===== config.mk =====
export PLATFORM = sky130hd
export DESIGN_NAME = uart_periph
export DESIGN_NICKNAME = d
export VERILOG_FILES = /design/src/rtl/uart_periph.sv
export SDC_FILE = /design/constraint.sdc
export NUM_CORES = 1
export LEC_CHECK = 0
export CAP_MARGIN = 20
export CORE_UTILIZATION = 29
export CTS_CLUSTER_SIZE = 30
export DETAILED_ROUTE_END_ITERATION = 8
export GPL_TIMING_DRIVEN = 0
export PLACE_DENSITY = 0.46
export SYNTH_ARGS = -nofsm -noshare
export SYNTH_HDL_FRONTEND = slang
export SYNTH_SLANG_ARGS = --single-unit

===== constraint.sdc =====
create_clock -name PCLK -period 3.1 [get_ports PCLK]
set_input_delay 0.93 -clock PCLK [delete_from_list [all_inputs] [get_ports PCLK]]
set_output_delay 0.93 -clock PCLK [all_outputs]
set_load 0.01 [all_outputs]

===== src/rtl/uart_periph.sv =====
// uart_periph: APB slave UART with a small TX FIFO, a single-byte RX holding
// register, overrun/framing flags and a programmable bit-period divisor.
module uart_periph #(
    parameter int          FIFO_DEPTH = 4,
    parameter logic [15:0] DIV_RESET  = 16'd10415
) (
    input  logic        PCLK,
    input  logic        PRESET,
    input  logic [3:0]  PADDR,
    input  logic [31:0] PWDATA,
    input  logic        PWRITE,
    input  logic        PENABLE,
    input  logic        PSEL,
    output logic [31:0] PRDATA,
    output logic        PREADY,
    input  logic        rx,
    output logic        tx
);
    localparam int AW = $clog2(FIFO_DEPTH);
    localparam logic [AW:0] FULL_CNT = (AW + 1)'(FIFO_DEPTH);

    typedef enum logic [1:0] {S_IDLE, S_START, S_DATA, S_STOP} state_t;

    // APB handshake: first access cycle schedules PREADY, the PREADY cycle commits
    logic access, commit;
    logic wr_usr, wr_utd, wr_div, rd_urd;
    assign access = PSEL & PENABLE & ~PREADY;
    assign commit = PSEL & PENABLE & PREADY;
    assign wr_usr = commit &  PWRITE & (PADDR[3:2] == 2'd0);
    assign wr_utd = commit &  PWRITE & (PADDR[3:2] == 2'd1);
    assign wr_div = commit &  PWRITE & (PADDR[3:2] == 2'd3);
    assign rd_urd = commit & ~PWRITE & (PADDR[3:2] == 2'd2);

    logic [15:0]   div_q;
    logic [7:0]    rxd;
    logic          rx_valid, overrun, frame_err;
    logic          tx_full, fifo_empty, tx_empty, tx_pop, push;
    logic [7:0]    fifo_mem [FIFO_DEPTH];
    logic [AW-1:0] wr_ptr, rd_ptr;
    logic [AW:0]   count;
    state_t        tx_state, rx_state;
    logic [15:0]   tx_cnt, rx_cnt;
    logic [7:0]    tx_sh, rx_sh;
    logic [2:0]    tx_bit, rx_bit;
    logic          rx_meta, rx_s;
    logic [31:0]   rdata;

    // Read multiplexer for the register addressed during the access cycle
    always_comb begin
        // NOTE: default first so every path assigns rdata and no latch is inferred.
        rdata = '0;
        case (PADDR[3:2])
            2'd0:    rdata[4:0]  = {frame_err, overrun, rx_valid, tx_empty, tx_full};
            2'd2:    rdata[7:0]  = rxd;
            2'd3:    rdata[15:0] = div_q;
            default: rdata       = '0;
        endcase
    end

    // Registered APB response: one wait state, PRDATA zero outside PREADY
    always_ff @(posedge PCLK) begin
        // NOTE: non-blocking assignments for all clocked state so every register
        // samples pre-edge values regardless of statement order.
        if (PRESET) begin
            PREADY <= 1'b0;
            PRDATA <= '0;
        end else begin
            PREADY <= access;
            PRDATA <= access ? rdata : '0;
        end
    end

    // Divisor register
    always_ff @(posedge PCLK) begin
        if (PRESET)      div_q <= DIV_RESET;
        else if (wr_div) div_q <= PWDATA[15:0];
    end

    // TX FIFO control; a push while full is accepted only if the head pops now
    assign tx_full    = (count == FULL_CNT);
    assign fifo_empty = (count == '0);
    assign tx_pop     = ~fifo_empty &
                        ((tx_state == S_IDLE) | ((tx_state == S_STOP) & (tx_cnt == 16'd0)));
    assign push       = wr_utd & (~tx_full | tx_pop);
    assign tx_empty   = fifo_empty & (tx_state == S_IDLE);

    // FIFO storage
    always_ff @(posedge PCLK) begin
        // NOTE: storage is deliberately not reset; pointers and count define validity.
        if (push) fifo_mem[wr_ptr] <= PWDATA[7:0];
    end

    // FIFO pointers and occupancy
    always_ff @(posedge PCLK) begin
        if (PRESET) begin
            wr_ptr <= '0;
            rd_ptr <= '0;
            count  <= '0;
        end else begin
            if (push)   wr_ptr <= wr_ptr + 1'b1;
            if (tx_pop) rd_ptr <= rd_ptr + 1'b1;
            case ({push, tx_pop})
                2'b10:   count <= count + 1'b1;
                2'b01:   count <= count - 1'b1;
                default: count <= count;
            endcase
        end
    end

    // TX state machine; STOP chains straight into the next START when data waits
    always_ff @(posedge PCLK) begin
        if (PRESET) begin
            tx_state <= S_IDLE;
            tx       <= 1'b1;
            tx_cnt   <= '0;
            tx_sh    <= '0;
            tx_bit   <= '0;
        end else begin
            case (tx_state)
                S_IDLE: begin
                    tx <= 1'b1;
                    if (tx_pop) begin
                        tx_sh    <= fifo_mem[rd_ptr];
                        tx       <= 1'b0;
                        tx_cnt   <= div_q;
                        tx_state <= S_START;
                    end
                end
                S_START: begin
                    if (tx_cnt == 16'd0) begin
                        tx       <= tx_sh[0];
                        tx_cnt   <= div_q;
                        tx_bit   <= '0;
                        tx_state <= S_DATA;
                    end else begin
                        tx_cnt <= tx_cnt - 16'd1;
                    end
                end
                S_DATA: begin
                    if (tx_cnt == 16'd0) begin
                        tx_cnt <= div_q;
                        if (tx_bit == 3'd7) begin
                            tx       <= 1'b1;
                            tx_state <= S_STOP;
                        end else begin
                            tx     <= tx_sh[1];
                            tx_sh  <= tx_sh >> 1;
                            tx_bit <= tx_bit + 3'd1;
                        end
                    end else begin
                        tx_cnt <= tx_cnt - 16'd1;
                    end
                end
                default: begin // S_STOP
                    if (tx_cnt == 16'd0) begin
                        if (tx_pop) begin
                            tx_sh    <= fifo_mem[rd_ptr];
                            tx       <= 1'b0;
                            tx_cnt   <= div_q;
                            tx_state <= S_START;
                        end else begin
                            tx_state <= S_IDLE;
                        end
                    end else begin
                        tx_cnt <= tx_cnt - 16'd1;
                    end
                end
            endcase
        end
    end

    // Two-flop synchroniser for the asynchronous serial input
    always_ff @(posedge PCLK) begin
        if (PRESET) begin
            rx_meta <= 1'b1;
            rx_s    <= 1'b1;
        end else begin
            rx_meta <= rx;
            rx_s    <= rx_meta;
        end
    end

    logic [16:0] div_p1;
    logic [15:0] half;
    logic        stop_sample;
    assign div_p1      = {1'b0, div_q} + 17'd1;
    assign half        = div_p1[16:1];
    assign stop_sample = (rx_state == S_STOP) & (rx_cnt == 16'd0);

    // RX state machine: mid-start check, then one sample per bit period
    always_ff @(posedge PCLK) begin
        if (PRESET) begin
            rx_state <= S_IDLE;
            rx_cnt   <= '0;
            rx_sh    <= '0;
            rx_bit   <= '0;
        end else begin
            case (rx_state)
                S_IDLE: begin
                    if (!rx_s) begin
                        rx_cnt   <= half;
                        rx_state <= S_START;
                    end
                end
                S_START: begin
                    if (rx_cnt <= 16'd1) begin
                        if (!rx_s) begin
                            rx_cnt   <= div_q;
                            rx_bit   <= '0;
                            rx_state <= S_DATA;
                        end else begin
                            rx_state <= S_IDLE;
                        end
                    end else begin
                        rx_cnt <= rx_cnt - 16'd1;
                    end
                end
                S_DATA: begin
                    if (rx_cnt == 16'd0) begin
                        rx_sh  <= {rx_s, rx_sh[7:1]};
                        rx_cnt <= div_q;
                        if (rx_bit == 3'd7) rx_state <= S_STOP;
                        else                rx_bit   <= rx_bit + 3'd1;
                    end else begin
                        rx_cnt <= rx_cnt - 16'd1;
                    end
                end
                default: begin // S_STOP
                    if (rx_cnt == 16'd0) rx_state <= S_IDLE;
                    else                 rx_cnt   <= rx_cnt - 16'd1;
                end
            endcase
        end
    end

    // RX holding register and status flags; sets take priority over clears
    always_ff @(posedge PCLK) begin
        if (PRESET) begin
            rxd       <= '0;
            rx_valid  <= 1'b0;
            overrun   <= 1'b0;
            frame_err <= 1'b0;
        end else begin
            if (wr_usr && PWDATA[3]) overrun   <= 1'b0;
            if (wr_usr && PWDATA[4]) frame_err <= 1'b0;
            if (rd_urd)              rx_valid  <= 1'b0;
            if (stop_sample) begin
                if (!rx_s) begin
                    frame_err <= 1'b1;
                end else if (rx_valid && !rd_urd) begin
                    overrun <= 1'b1;
                end else begin
                    rxd      <= rx_sh;
                    rx_valid <= 1'b1;
                end
            end
        end
    end

    logic unused_bits;
    assign unused_bits = ^{PADDR[1:0], PWDATA[31:16], div_p1[0]};

endmodule


==> results of run 1 <==
## routing by layer
layer	vias to the layer above	wire length (um)	GRT usage [%]	share of wire, %
li1	3257	-	-	-
met1	3123	11660	24.52	49
met2	173	10470	26.05	44
met3	22	1084	3.073	4.6
met4	0	422	5.385	1.8
met5	-	0	0	0
## repair_timing
action / 4_1_cts / 5_1_grt
resized for setup: 1 / 5
endpoints found under the setup margin: 1 / 33
setup buffers: 0 / 0
## worst reg2reg max path: cells and delay by family (launching register included)
family                   cells  cell delay, ns
AND/OR/NAND/NOR              1            0.34
adder cells (fa/ha/maj)      1            0.15
flip-flops                   1            0.34
buffers and inverters        3            0.79
AO/OA/AOI/OAI                3            0.92
## where the power goes
part           internal, mW  switching, mW
clock                  1.23          0.943
sequential             2.14          0.199
combinational          1.33           2.18
total                  4.70           3.32
## layout by cell type, fill, tap and decap left out, types with 16 or more instances in the layout
master / synthesis / layout
nor2_1: 97 / 97
a21oi_1: 42 / 42
inv_1: 28 / 28
a211oi_1: 16 / 16
ha_1: 18 / 18
o21ai_0: 28 / 28
edfxtp_1: 32 / 32
nand3_1: 21 / 21
buf_4: 20 / 20
dfxtp_1: 114 / 114
clkdlybuf4s50_1: 0 / 39
conb_1: 1 / 16
mux2i_1: 40 / 40
nor3_1: 23 / 22
nand2_1: 74 / 74
clkbuf_1: 42 / 42
clkbuf_16: 0 / 17
## worst paths after layout
| kind | from | endpoint | slack, ns | cells past startpoint |
|---|---|---|---|---|
| worst max-delay path | PWRITE | count[2] | 0.17 | 7 |
| worst max register to register | tx_state[0] | fifo_mem[0][0] | 0.25 | 8 |
| worst min-delay path | rx_meta | rx_s | 0.41 | 1 |
| worst min register to register | rx_meta | rx_s | 0.41 | 1 |
## final cells by class
class | count | share of cell area, %
Clock buffer | 17 | 4.516
Timing Repair Buffer | 39 | 4.144
Inverter | 28 | 1.116
Tap cell | 341 | 4.529
Multi-Input combinational cell | 623 | 44.85
Buffer | 78 | 4.449
Sequential cell | 146 | 34.43
Clock inverter | 15 | 1.966
## cell families (layout without fill, tap and decap cells)
family	Yosys count	count (layout)
compound gates	199	199
xor+xnor	28	28
fa+ha+maj	19	19
buf+inv	106	177
flops	146	146
mux	55	55
other cells	1	16
simple gates	306	306
## sequential cells by signal, indices dropped and copies added (netlist names), 2 cells and up, named ones only
name      cells
wr_ptr        2
rx_cnt       16
tx_state      2
rxd           8
div_q        16
rx_sh         8
fifo_mem     32
count         3
rx_bit        3
PRDATA       16
tx_cnt       16
tx_bit        3
rx_state      2
rd_ptr        2
tx_sh         8
## stage by stage
stage	setup WS, ns	hold slack [ns]
6_report	0.1681	0.4088
5_1_grt	-0.004757	0.4315
4_1_cts	0.1029	0.4143
3_5_place_dp	-0.5212	0.3977
3_3_place_gp	-0.5250	0.3960
2_1_floorplan	0.3595	0.3895
==> results by stage, run 1 <==
Critical path:
- The stage delay of the slowest cell on the critical path is a little over 0.5 ns.
- The kind of end point of the critical path is a flip-flop.
- Walking the worst path, the cells encountered are clkdlybuf4s50_1 -> nand4_1 -> nor3_2 -> a211oi_1 -> fa_1 -> o31ai_1 -> mux2_2.
- Along the worst path, the maximum fanout reaches 6.
- The startpoint type of the worst setup path is a primary input.
- Data arrives at the worst endpoint at roughly 3.3 ns.
- The critical path's slowest cell is clkdlybuf4s50_1.
- The dominant delay contributor by cell family on the critical path is simple AND/OR/NAND/NOR gates.
- The setup path with the least slack is of type primary input to flip-flop.
- STA puts the critical path data required time at roughly 3.4 ns.
- The critical path buffer and inverter count is 1.

STA:
- The number of setup violations in the final report is 0.
- The number of endpoints with negative hold slack in the final report came to 0.
- In the finished design, the share of the clock period the worst path needs comes to between 90% and 100%.
- Static timing analysis puts the maximum clock frequency at 341.1 MHz.
- The count of pins over their slew limit is 0.
- Setup repair after global routing could not meet its margin everywhere.
- For the pin with the worst max-slew slack, the measured transition is 1.011 ns.
- The worst max-slew margin expressed relative to the limit is between 30% and 40%.
- The worst path in the final design needs a cycle of 2.932 ns, including I/O delays and setup.
- The accumulated negative setup slack is 0 ns.
- For the final database, setup skew stands at about 0.013 ns.

Die:
- The I/O pin count is 76.
- The number of core rows is 60.
- The x dimension of the die is ~170 um.
- The die height is 167.2 um.
- The standard cell core area is 26880 um2.
- The total die area is approximately 28000 um2.
- Once the floorplan was initialized, standard cells occupied between 20% and 30% of the core.

Route:
- Once detail routing completed, the nets flagged for antenna violations numbered 0.
- The violation count after the first detailed-routing iteration is around 480.
- The count of TritonRoute iterations in the first routing pass is 7.
- The number of DRC violations after detailed routing is 1.
- After detailed routing, the number of vias per cell comes to 5.109.
- In the final routed layout, each cell accounts on average for 18.37 um.
- For this block, the routed nets add up to around 24 mm of wire.
- The routed layout has between 6000 and 7000 vias.

Logic synthesis:
- The area share of xor/xnor cells in the synthesized design is under 10%.
- The number of unique standard cell types used by synthesis is 85.
- In the synthesized netlist, the number of instances is 860.
- The synthesized-area fraction occupied by ao, oa, aoi and oai cells is a little under a fifth.
- The most instantiated flip-flop cell in the synthesis netlist is dfxtp_1.
- The area share of fa/ha/maj cells after synthesis is slightly above 3%.
- After synthesis, the largest family of logic cells by area is simple AND/OR/NAND/NOR gates.
- The synthesized design devotes to its leading area cell type 28.83% of total area.
- The cell area after synthesis is between 7000 and 8000 um2.
- The area fraction in and, or, nand and nor cells after synthesis is around 20%.
- During synthesis, Yosys emitted a total of 0 warnings.
- Sorting the synthesized cells by area gives the leading types as dfxtp_1, edfxtp_1, mux2i_1.
- The most common cell in the synthesized netlist is dfxtp_1.
- The share of synthesized area spent on multiplexers is about 8.3%.
- Of all flip-flops after synthesis, the portion carrying an async set or reset was 0%.
- By count the netlist is led by dfxtp_1, nor2_1, nand2_1.
- The leading area contributor after synthesis is dfxtp_1.
- Summing the sequential cell areas from Yosys gives around two fifths of the chip area.
- The post-synthesis sequential element count is about 150.
- Dividing the synthesized area by the synthesized cell count gives 9.204 um2.
- The number of flops mapped to enable cells by yosys is 32.

CTS:
- TritonCTS built the clock tree.
- In this run the clock root is driven by a clkbuf_16.
- The total clock buffers created by CTS is 17.
- Clock-pin slew was measured on the worst setup and hold paths at 0.07 ns.
- The number of hold-repair buffers added at the cts stage is 0.
- The H-tree was split into 4 levels.
- The clock passes through at most 2 buffers.
- The clock drives 146 sinks.
- The clock reaches the later pin of the worst-skew pair after between 0.4 and 0.5 ns.

Finish:
- The fraction of the core area covered by cells at the end of the flow is a little over a third.
- The finished cells cover around 9400 um2.
- After the flow finishes, the layout carries non-filler instances totaling 1287.
- Across the whole layout, storage elements account for around 3200 um2.
- The number of nets in the layout is around 1000.
- The number of fill cells is roughly 2800.
- The area growth from synthesis to layout is 19.02%.
- The area of combinational cells with multiple inputs is between 4000 and 5000 um2.
- 0 antenna diodes ended up in the layout.
- The proportion of layout cells with a drive suffix above 1 is around an eighth.

Pwr:
- The sum of internal, switching and leakage power is 8.022 mW.
- IR analysis of the VDD net gives a maximum drop of 0.3210 mV.
- The analysis attributes to cell leakage a power of 3.575 nW.
- The total power divided by cell area is 851.5 nW/um2.

Placed design:
- The congestion estimate from routability-driven global placement came to about 0.84.
- The post-placement cell area is 8788 um2.
- Port buffering added 39 buffers.
- The HPWL after detailed placement is roughly 17 mm.
- The number of placed instances, taps included, is roughly 1300.

Global route:
- For this run, the total global-route usage over all layers was measured as between 10% and 20%.
- The via count of the first global-routing pass was about 6200.
- Entering global routing, the biggest net connects 17 pins.
- The total overflow left after global routing is 0.
- The initial antenna violation count is 0.
- The first global-routing pass estimated about 37 mm of wire.

Status:
- The run finished, with violations left.
- The checks that failed: design-rule violations.

Worst hold path:
- The class of the most critical hold timing path is flip-flop to flip-flop.

Run:
- The number of maximum-capacitance violations is 0.
(Power assumes the default switching activity.)
==> run 2: changes to the inputs <==
--- a/config.mk
+++ b/config.mk
@@ -7,6 +7,7 @@
 export LEC_CHECK = 0
 export CAP_MARGIN = 20
 export CORE_UTILIZATION = 29
+export CTS_BUF_LIST = sky130_fd_sc_hd__clkbuf_4
 export CTS_CLUSTER_SIZE = 30
 export DETAILED_ROUTE_END_ITERATION = 8
 export GPL_TIMING_DRIVEN = 0
==> results by stage, run 2 (synthesized netlist as in run 1, its figures left out) <==
STA:
- Across all hold checks on the routed design, the worst slack comes to approximately 0.43 ns.
- After layout, the worst path uses a little over nine tenths of the clock period.
- The number of setup violations in the final report is 0.
- The count of pins over their slew limit came to 0.
- Setup repair after global routing could not meet its margin everywhere.
- For the final routed database, the setup TNS stands at 0 ns.
- The number of endpoints with negative hold slack in the final report is 0.
- For the final database, setup skew stands at ~0.022 ns.
- For the pin with the worst max-slew slack, the measured transition is ~1.1 ns.
- The maximum achievable frequency is approximately 330 MHz.
- The final period demand of the worst path is roughly 3 ns.
- The worst max-slew margin expressed relative to the limit is between 20 and 30%.

Global route:
- Global routing finished with a remaining overflow of 0.
- The maximum number of pins on one net before global-route repair is 17.
- The initial antenna violation count came to 1.
- Global routing consumed, over all layers together, around 17% of the routing resources.
- The wire length of the first global-routing pass is between 30 and 40 mm.
- The via count of the first global-routing pass was 6193.

Placed design:
- In this run, placement finished with an instance count of about 1300.
- Once detailed placement completed, the half-perimeter wirelength came to about 17 mm.
- Buffers placed on the I/O ports in this run total 39.
- The routability congestion estimate is 0.8379.
- Once placement finished, the instance area stood at roughly 8800 um2.

Finish:
- The register with the most flip-flops in the layout has 32 of them.
- The number of fill cells is roughly 2900.
- The area of combinational cells with multiple inputs is between 4000 and 5000 um2.
- The total area of sequential cells is roughly 3200 um2.
- Of the cells placed in the final design, the portion with a size suffix greater than 1 is between 10% and 20%.
- The count of non-filler cells in the finished layout is approximately 1300.
- The top register by number of flip-flops is fifo_mem.
- The most common cell after layout, fill and taps aside is dfxtp_1.
- In the layout the commonest cells are dfxtp_1, nor2_1, nand2_1.
- The final instance area is 9109 um2.
- At the end of the flow the core is filled with cells to about 34%.
- The net count of the finished layout is roughly 990.
- The relative area change from synthesis to final layout is 15.08%.

Pwr:
- The worst-case IR drop observed on VDD is 0.3059 mV.
- The total power divided by cell area is around 790 nW/um2.
- Summed over all cells, the static leakage comes to roughly 3.4 nW.
- In this run, the combinational gates consume around half of the power.
- In this run, the clock network consumes between 10% and 20% of the power.
- The cell-internal power is approximately 4.0 mW.
- The switching power is between 3 and 4 mW.
- Of the total power, registers draw between 30% and 40%.
- Net switching is about 45% of the power.

Status:
- The checks that failed: design-rule violations.
- The run finished, with violations left.

Die:
- The total area inside the core boundary comes to approximately 27000 um2.
- The die covers 27960 um2.
- In this run the core area contains 60 standard-cell rows.
- From left edge to right edge, the die measures approximately 170 um.
- The initial utilization of the core area, before any placement, comes to 29.45%.
- between 70 and 80 I/O pins were placed.
- The die height is 167.2 um.

CTS:
- Clock tree synthesis inserted a total of 17 buffers.
- In this run the post-CTS setup repair buffer count came out at 0.
- For this design, the sink count on the clock tree is around 150.
- The H-tree was split into 4 levels.
- The clock tree from TritonCTS is yes.
- The deepest clock path buffer count is 2.
- The clock input transition at the sequential cells of the worst setup and hold paths is ~0.14 ns.
- The later pin in the worst-skew pair is clocked with a latency of ~0.57 ns.
- CTS placed an instance of clkbuf_4 at the clock tree root.

Critical path:
- The kind of end point of the critical path is a flip-flop.
- The critical setup path kind is primary input to flip-flop.
- For the worst flop-to-flop path, the logic depth is 8.
- At the worst endpoint, the required time is 3.55 ns.
- The maximum fanout count along the critical path is 6.
- STA classifies the critical path startpoint as a primary input.
- STA puts the critical path data arrival time at around 3.5 ns.

Worst hold path:
- The instance count along the most critical hold path is 1.
- In this run the worst hold path is classified as flip-flop to flip-flop.

Run:
- The number of maximum-capacitance violations is 0.

Route:
- The via density per instance is approximately 5.1.
- Before antenna repair, the detailed router went through 7 iterations.
- The first routing iteration left 444 violations.
- In the final routed layout, each cell accounts on average for between 15 and 20 um.
- The detailed-route via count is 6556.
- The number of DRC violations after detailed routing is 1.
- The final layout contains routed wiring with a total length of about 24 mm.
- The antenna violation net count after detailed routing is 0.
-- run 2: layer usage --
metal / up-vias / share of wire, % / routed length [um] / global-route usage [%]
li1: 3254 / - / - / -
met1: 3117 / 49 / 11550 / 24.37
met2: 162 / 44 / 10400 / 26.03
met3: 23 / 5.1 / 1207 / 3.073
met4: 0 / 1.8 / 424 / 5.185
met5: - / 0 / 0 / 0
-- run 2: final timing paths --
kind | startpoint | end | slack (ns)
setup reg to reg | tx_state[0] | count[2] | 0.09
setup / recovery | PWRITE | count[2] | 0.05
hold / removal | rx_meta | rx_s | 0.43
hold reg to reg | rx_meta | rx_s | 0.43
-- run 2: cell type report --
class	count	share of cell area, %
well taps	341	4.684
plain buffers	78	4.602
inverters	28	1.154
flip-flops and latches	146	35.60
repair buffers	39	4.286
multi-input cells	623	46.21
clock buffers	17	1.401
diodes	1	0.02747
clock inverters	15	2.033
-- run 2: power groups by stage --
stage	combinational [mW]	clock [mW]	sequential (mW)
after floorplan	2.62	0	2.33
after global placement	3.47	0	2.37
after detailed placement	3.45	0	2.37
after CTS	3.47	1.42	2.33
after global routing	3.85	1.50	2.36
final	3.50	1.36	2.33
-- run 2: critical path: stages --
cell and delay, ns:
clkdlybuf4s50_1 0.51, nand4_1 0.14, nor3_1 0.61, a211oi_1 0.19, fa_1 0.45, o31ai_1 0.30
mux2_2 0.36
-- run 2: per-stage QoR --
step	power (mW)	worst slack, ns
final	7.186	0.05085
after global routing	7.705	-0.1196
after CTS	7.218	0.09198
after detailed placement	5.825	-0.5212
after global placement	5.839	-0.5250
after floorplan	4.946	0.3595
-- run 2: timing repair --
action                                  CTS  global route
hold endpoints to repair                  0             0
endpoints found under the setup margin    0            33
gates resized for setup                   0             4
hold buffers                              0             0
